File: config.mk
export PLATFORM = sky130hd
export DESIGN_NAME = ipmxb_hsst_rst_debounce_mc_v1_1_flat
export DESIGN_NICKNAME = d
export VERILOG_FILES = /design/src/rtl/ipmxb_hsst_rst_debounce_mc_v1_1_if.sv /design/src/rtl/ipmxb_hsst_rst_debounce_mc_v1_1.sv /design/src/flat_wrapper.sv
export SDC_FILE = /design/constraint.sdc
export NUM_CORES = 1
export LEC_CHECK = 0
export CORE_MARGIN = 2
export CORE_UTILIZATION = 30
export DETAILED_ROUTE_END_ITERATION = 10
export MAX_ROUTING_LAYER = met4
export PLACE_DENSITY = 0.51
export SYNTH_ARGS = -nofsm -noshare
export SYNTH_HDL_FRONTEND = slang
export SYNTH_SLANG_ARGS = --single-unit
File: constraint.sdc
create_clock -name clk -period 2.9 [get_ports clk]
set_clock_uncertainty 0.1 [all_clocks]
set_input_delay 0.58 -clock clk [delete_from_list [all_inputs] [get_ports clk]]
set_output_delay 0.58 -clock clk [all_outputs]
set_load 0.05 [all_outputs]
File: src/rtl/ipmxb_hsst_rst_debounce_mc_v1_1_if.sv
// Channel bundle for the multi-channel HSST reset/status debouncer.
// Master drives raw levels and glitch clear; slave returns filtered status.
interface ipmxb_hsst_rst_debounce_mc_v1_1_if #(
  parameter int CH_NUM = 4
);
  logic [CH_NUM-1:0] signal_b;
  logic              glitch_clr;
  logic [CH_NUM-1:0] signal_deb;
  logic [CH_NUM-1:0] rise_pulse;
  logic [CH_NUM-1:0] fall_pulse;
  logic [CH_NUM-1:0] glitch_flag;
  logic              all_released;
  logic              any_asserted;

  modport master (
    output signal_b,
    output glitch_clr,
    input  signal_deb,
    input  rise_pulse,
    input  fall_pulse,
    input  glitch_flag,
    input  all_released,
    input  any_asserted
  );

  modport slave (
    input  signal_b,
    input  glitch_clr,
    output signal_deb,
    output rise_pulse,
    output fall_pulse,
    output glitch_flag,
    output all_released,
    output any_asserted
  );
endinterface

File: src/rtl/ipmxb_hsst_rst_debounce_mc_v1_1.sv
// Vectorised reset/status debouncer: per-channel sync chain, asymmetric
// release/assert qualification, edge pulses and sticky glitch flags.
module ipmxb_hsst_rst_debounce_mc_v1_1 #(
  parameter int                   CH_NUM          = 4,
  parameter int                   CNTR_WIDTH      = 12,
  parameter logic [CNTR_WIDTH-1:0] RISE_CNTR_VALUE = 12'd2048,
  parameter logic [CNTR_WIDTH-1:0] FALL_CNTR_VALUE = 12'd0,
  parameter int                   SYNC_STAGES     = 2,
  parameter logic [CH_NUM-1:0]    ACTIVE_HIGH     = {CH_NUM{1'b0}}
) (
  input logic clk,
  input logic rst,
  ipmxb_hsst_rst_debounce_mc_v1_1_if.slave bus
);

  localparam logic [CNTR_WIDTH-1:0] ONE    = CNTR_WIDTH'(1);
  localparam logic [CNTR_WIDTH-1:0] RISE_T = RISE_CNTR_VALUE;
  // A zero assert count still needs one qualifying sample
  localparam logic [CNTR_WIDTH-1:0] FALL_T =
    (FALL_CNTR_VALUE == '0) ? ONE : FALL_CNTR_VALUE;

  logic [SYNC_STAGES-1:0][CH_NUM-1:0]     sync_q;
  logic [CH_NUM-1:0]                      lvl;
  logic [CH_NUM-1:0]                      sync_out;
  logic [CH_NUM-1:0]                      st_q, st_d;
  logic [CH_NUM-1:0][CNTR_WIDTH-1:0]      cnt_q, cnt_d;
  logic [CH_NUM-1:0]                      rise_q, rise_d;
  logic [CH_NUM-1:0]                      fall_q, fall_d;
  logic [CH_NUM-1:0]                      glitch_q, glitch_d;
  logic [CH_NUM-1:0]                      glitch_set;

  assign lvl      = bus.signal_b ^ ACTIVE_HIGH;
  assign sync_out = sync_q[SYNC_STAGES-1];

  always_comb begin
    st_d       = st_q;
    cnt_d      = cnt_q;
    rise_d     = '0;
    fall_d     = '0;
    glitch_set = '0;
    for (int i = 0; i < CH_NUM; i++) begin
      if (sync_out[i] == st_q[i]) begin
        cnt_d[i]      = '0;
        glitch_set[i] = (cnt_q[i] != '0);
      end else if ((cnt_q[i] + ONE) ==
                   (st_q[i] ? FALL_T : RISE_T)) begin
        cnt_d[i]  = '0;
        st_d[i]   = ~st_q[i];
        rise_d[i] = ~st_q[i];
        fall_d[i] = st_q[i];
      end else begin
        cnt_d[i] = cnt_q[i] + ONE;
      end
    end
    // A new glitch outranks a simultaneous clear
    glitch_d = (glitch_q & ~{CH_NUM{bus.glitch_clr}})
             | glitch_set;
  end

  always_ff @(posedge clk) begin
    if (rst) begin
      sync_q   <= '0;
      st_q     <= '0;
      cnt_q    <= '0;
      rise_q   <= '0;
      fall_q   <= '0;
      glitch_q <= '0;
    end else begin
      sync_q   <= {sync_q[SYNC_STAGES-2:0], lvl};
      st_q     <= st_d;
      cnt_q    <= cnt_d;
      rise_q   <= rise_d;
      fall_q   <= fall_d;
      glitch_q <= glitch_d;
    end
  end

  assign bus.signal_deb   = st_q ^ ACTIVE_HIGH;
  assign bus.rise_pulse   = rise_q;
  assign bus.fall_pulse   = fall_q;
  assign bus.glitch_flag  = glitch_q;
  assign bus.all_released = &st_q;
  assign bus.any_asserted = |(~st_q);

endmodule

File: src/flat_wrapper.sv
// flat-port wrapper written by rule: the top's interface ports become plain ports
module ipmxb_hsst_rst_debounce_mc_v1_1_flat 
#(
  parameter int                   CH_NUM          = 4,
  parameter int                   CNTR_WIDTH      = 12,
  parameter logic [CNTR_WIDTH-1:0] RISE_CNTR_VALUE = 12'd2048,
  parameter logic [CNTR_WIDTH-1:0] FALL_CNTR_VALUE = 12'd0,
  parameter int                   SYNC_STAGES     = 2,
  parameter logic [CH_NUM-1:0]    ACTIVE_HIGH     = {CH_NUM{1'b0}}
)
  (clk, rst, bus_signal_b, bus_glitch_clr, bus_signal_deb, bus_rise_pulse, bus_fall_pulse, bus_glitch_flag, bus_all_released, bus_any_asserted);
  ipmxb_hsst_rst_debounce_mc_v1_1_if #(.CH_NUM(CH_NUM)) bus_i ();
  input logic clk;
  input logic rst;
  input wire logic [$bits(bus_i.signal_b)-1:0] bus_signal_b;
  input wire logic [$bits(bus_i.glitch_clr)-1:0] bus_glitch_clr;
  output wire logic [$bits(bus_i.signal_deb)-1:0] bus_signal_deb;
  output wire logic [$bits(bus_i.rise_pulse)-1:0] bus_rise_pulse;
  output wire logic [$bits(bus_i.fall_pulse)-1:0] bus_fall_pulse;
  output wire logic [$bits(bus_i.glitch_flag)-1:0] bus_glitch_flag;
  output wire logic [$bits(bus_i.all_released)-1:0] bus_all_released;
  output wire logic [$bits(bus_i.any_asserted)-1:0] bus_any_asserted;
  assign bus_i.signal_b = bus_signal_b;
  assign bus_i.glitch_clr = bus_glitch_clr;
  assign bus_signal_deb = bus_i.signal_deb;
  assign bus_rise_pulse = bus_i.rise_pulse;
  assign bus_fall_pulse = bus_i.fall_pulse;
  assign bus_glitch_flag = bus_i.glitch_flag;
  assign bus_all_released = bus_i.all_released;
  assign bus_any_asserted = bus_i.any_asserted;
  ipmxb_hsst_rst_debounce_mc_v1_1 #(.CH_NUM(CH_NUM), .CNTR_WIDTH(CNTR_WIDTH), .RISE_CNTR_VALUE(RISE_CNTR_VALUE), .FALL_CNTR_VALUE(FALL_CNTR_VALUE), .SYNC_STAGES(SYNC_STAGES), .ACTIVE_HIGH(ACTIVE_HIGH)) u_core (.clk(clk), .rst(rst), .bus(bus_i));
endmodule
==> summary.txt <==
Yosys
  – Mapped cell area: 0.00346 mm2
  – Syn nets: 415
  – Async SR Flop Fraction: 0%
  – Register bit total from synthesis: 72
  – Avg Cell Area, Syn: 8.64 um2
  – Sequential area share after synthesis: 41.7%
  – EDFF count, synth: 0
  – Prevailing post-synth register cell: dfxtp_1
  – Syn Inst Count: 400
  – Synth unique cells: 50
  – Syn. warnings: 0

Setup path
  – Buf/Inv on CP: 2
  – Crit path max-delay family: buffers and inverters
  – Worst EP required: between 2 and 2.5 ns
  – Startpoint types: register
  – Setup slack, reg-to-reg: 0.29 ns
  – CP Capture Type: primary output
  – Slowest CP cell: clkdlybuf4s50_1
  – CP Cell Sequence: nand4_1 > inv_1 > clkdlybuf4s50_1
  – Worst-path fanout max: 8
  – Arrival time worst endpoint: ~2.0 ns
  – Setup CP Type: register to primary output
  – Crit path largest cell delay: 0.80 ns

Global route
  – Initial antenna violation count: 0
  – Total global-route track usage: 12.7%
  – Global-route wire length before repair: 12.3 mm
  – Grt total ovfl: 0
  – Largest net degree at the start of global routing: 13
  – Vias in the first global route: 2657

STA
  – Setup ws final: 0.262 ns
  – Final setup violation count: 0
  – Final TNS setup: 0 ns
  – Final Max Tran Viols: 0
  – Peak Freq: 379 MHz
  – Period utilization: approximately nine tenths
  – Least-Margin Pin Slew: 0.509 ns
  – RSZ-0062 raised after global routing: no
  – Fin. Hold Viols: 0
  – Crit path time final: approximately 2.6 ns
  – Slew HR: 65.9%

Die
  – Die Y: 111 um
  – DIE AREA: between 0.01 and 0.015 mm2
  – Die width: 111 um
  – Num rows: 39
  – Total core area: between 0.01 and 0.015 mm2
  – Starting density of the core: 30.5%
  – Top Ports: 25

Power and ir drop
  – PwrDens: 517 mW/mm2
  – P_leak: between 0.001 and 0.0015 uW
  – Peak supply drop: roughly 0.25 mV

Clocking
  – CTS Buffer Depth: 2
  – CTS tree: yes
  – Post-cts sizing count: 0
  – Clock transition at path regs: 0.06 ns
  – Num CTS Buffers: 9
  – # hold bufs at CTS: 0
  – # Post-CTS Setup Buffers: 0
  – Clock latency on the worst-skew pair: approximately 0.33 ns
  – CTS sink cnt: 72
  – H-tree depth: 3
  – Root buffer cell: clkbuf_16

Route
  – Via-to-Cell Ratio: 4.73
  – Drt wl/cell: 12.4 um
  – Wirelength, routed: 7.11 mm
  – Vias: 2703
  – Drt first-iter violations: 73
  – Drt pass-1 iters: 4
  – DRT antenna net count: 0
  – Residual DRC count: 0

Final layout
  – Diodes inserted: 0
  – Share of post-route cells with drive strength above 1: 5.37%
  – Post-route cell area: ~0.0041 mm2
  – Syn-to-layout area delta: 19.2%
  – Final core occ: a little over a third
  – Final #Nets: 438

Place
  – Dpl ws: approximately 0.28 ns
  – Routability cong.: roughly 0.85
  – Dpl cell area: 0.00383 mm2
  – I/O Buffers: 24
  – Detailed placement HPWL: 5.21 mm

Outcome
  – Outcome: completed

Run
  – Max-Cap Viols: 0

Min path
  – Worst min path class: register to register
worst paths after layout:
| path | start | endpoint | depth (start not counted) |
|---|---|---|---|
| max | u_core.bus.signal_deb[0] | bus_all_released | 3 |
| min | u_core.sync_q[2] | u_core.sync_out[2] | 1 |
| max reg2reg | u_core.cnt_q[0] | u_core.cnt_q[4] | 7 |
| min reg2reg | u_core.sync_q[2] | u_core.sync_out[2] | 1 |
area by class of cell:
| class | instances | area (um2) |
|---|---|---|
| Fill cell | 1197 | 7200 |
| Clock inverter | 5 | 57.6 |
| Multi-Input combinational cell | 287 | 1840 |
| Timing Repair Buffer | 29 | 278 |
| Sequential cell | 72 | 1440 |
| Inverter | 24 | 90.1 |
| Clock buffer | 11 | 233 |
| Tap cell | 143 | 179 |
sequential cells by signal (all words and copies together) (netlist names):
| register | cells |
|---|---|
| u_core.bus.signal_deb | 4 |
| u_core.sync_q | 4 |
| u_core.bus.fall_pulse | 4 |
| u_core.bus.rise_pulse | 4 |
| u_core.cnt_q | 48 |
| u_core.sync_out | 4 |
| u_core.bus.glitch_flag | 4 |
cell families (layout without fill, tap and decap cells):
logic type	Yosys count	count (layout)	share of synthesized area [%]
xor+xnor	55	55	14.3
compound gates	35	35	6.99
simple gates	187	187	28.4
buf+inv	41	69	5.07
flops	72	72	41.7
mux	2	2	0.579
fa+ha+maj	8	8	2.90
layer usage:
metal  track usage (%)  share of wire [%]  vias to the layer above
li1                  -                  -                     1428
met1              15.4                 50                     1230
met5                 -                  0                        -
met4              6.75                2.1                        0
met3              3.16                2.5                       13
met2              19.6                 45                       32
cells in the final DEF (no fill, tap or decap), types with 2 or more instances in the layout:
| cell | instances |
|---|---|
| dfxtp_1 | 72 |
| nor2_1 | 56 |
| xnor2_1 | 35 |
| inv_1 | 24 |
| clkdlybuf4s50_1 | 24 |
| nand2_1 | 22 |
| xor2_1 | 19 |
| nand4_1 | 17 |
| nand3_1 | 16 |
| nor3_1 | 15 |
| nor2b_1 | 13 |
| nor4_1 | 11 |
| a21oi_1 | 9 |
| clkbuf_16 | 9 |
| and3_1 | 8 |
| ha_1 | 8 |
| and4_1 | 6 |
| nor4b_1 | 5 |
| buf_4 | 5 |
| or3_1 | 4 |
| and2_1 | 3 |
| o41ai_1 | 3 |
| o21ai_0 | 3 |
| or2_2 | 3 |
| mux2i_1 | 2 |
| o22ai_1 | 2 |
| a211oi_1 | 2 |
| o211ai_1 | 2 |
| a211o_1 | 2 |
| a31oi_1 | 2 |
| clkinv_4 | 2 |
| clkinv_2 | 2 |
| clkbuf_1 | 2 |
synth_stat cells, drive strengths merged (2+ instances only):
cell    number  area (um2)
clkbuf      12        45.0
buf          5        40.0
and2         3        18.8
xnor2       35         307
nor4b        5        43.8
and4         6        52.6
nand3       16        80.1
inv         24        90.1
ha           8         100
o211ai       2        15.0
xor2        19         166
o21ai        5        28.8
mux2i        2        20.0
nor3        15        75.1
nor2b       13        81.3
a21oi        9        45.0
a31oi        2        12.5
and3         8        50.1
nand2       22        82.6
or2          3        18.8
nor4        11        68.8
or3          4        25.0
o22ai        2        12.5
o41ai        3        26.3
dfxtp       72        1440
nor2        56         210
a211o        2        17.5
a211oi       2        15.0
nand4       17         106
metrics by stage:
step / power, uW / hold WS, ns / std cells
floorplan: 1060 / 0.314 / 400
global placement: 1080 / 0.326 / 555
detailed placement: 1080 / 0.332 / 555
CTS: 2170 / 0.348 / 571
global route: 2220 / 0.356 / 571
finish: 2130 / 0.339 / 571
power breakdown:
part	switching, uW	leakage, uW	internal (uW)
combinational	29.2	0.000699	24.4
sequential	6.76	0.000582	998
clock	405	0.000143	665
total	441	0.00142	1690
worst reg2reg max path, stage by stage (launching register included):
cell      delay [ns]
dfxtp_1         0.47
ha_1            0.30
and4_1          0.33
and3_1          0.18
o211ai_1        0.13
a2111o_1        0.48
o21ai_2         0.39
nor2_1          0.10
Power figures use the tool's default switching activity.
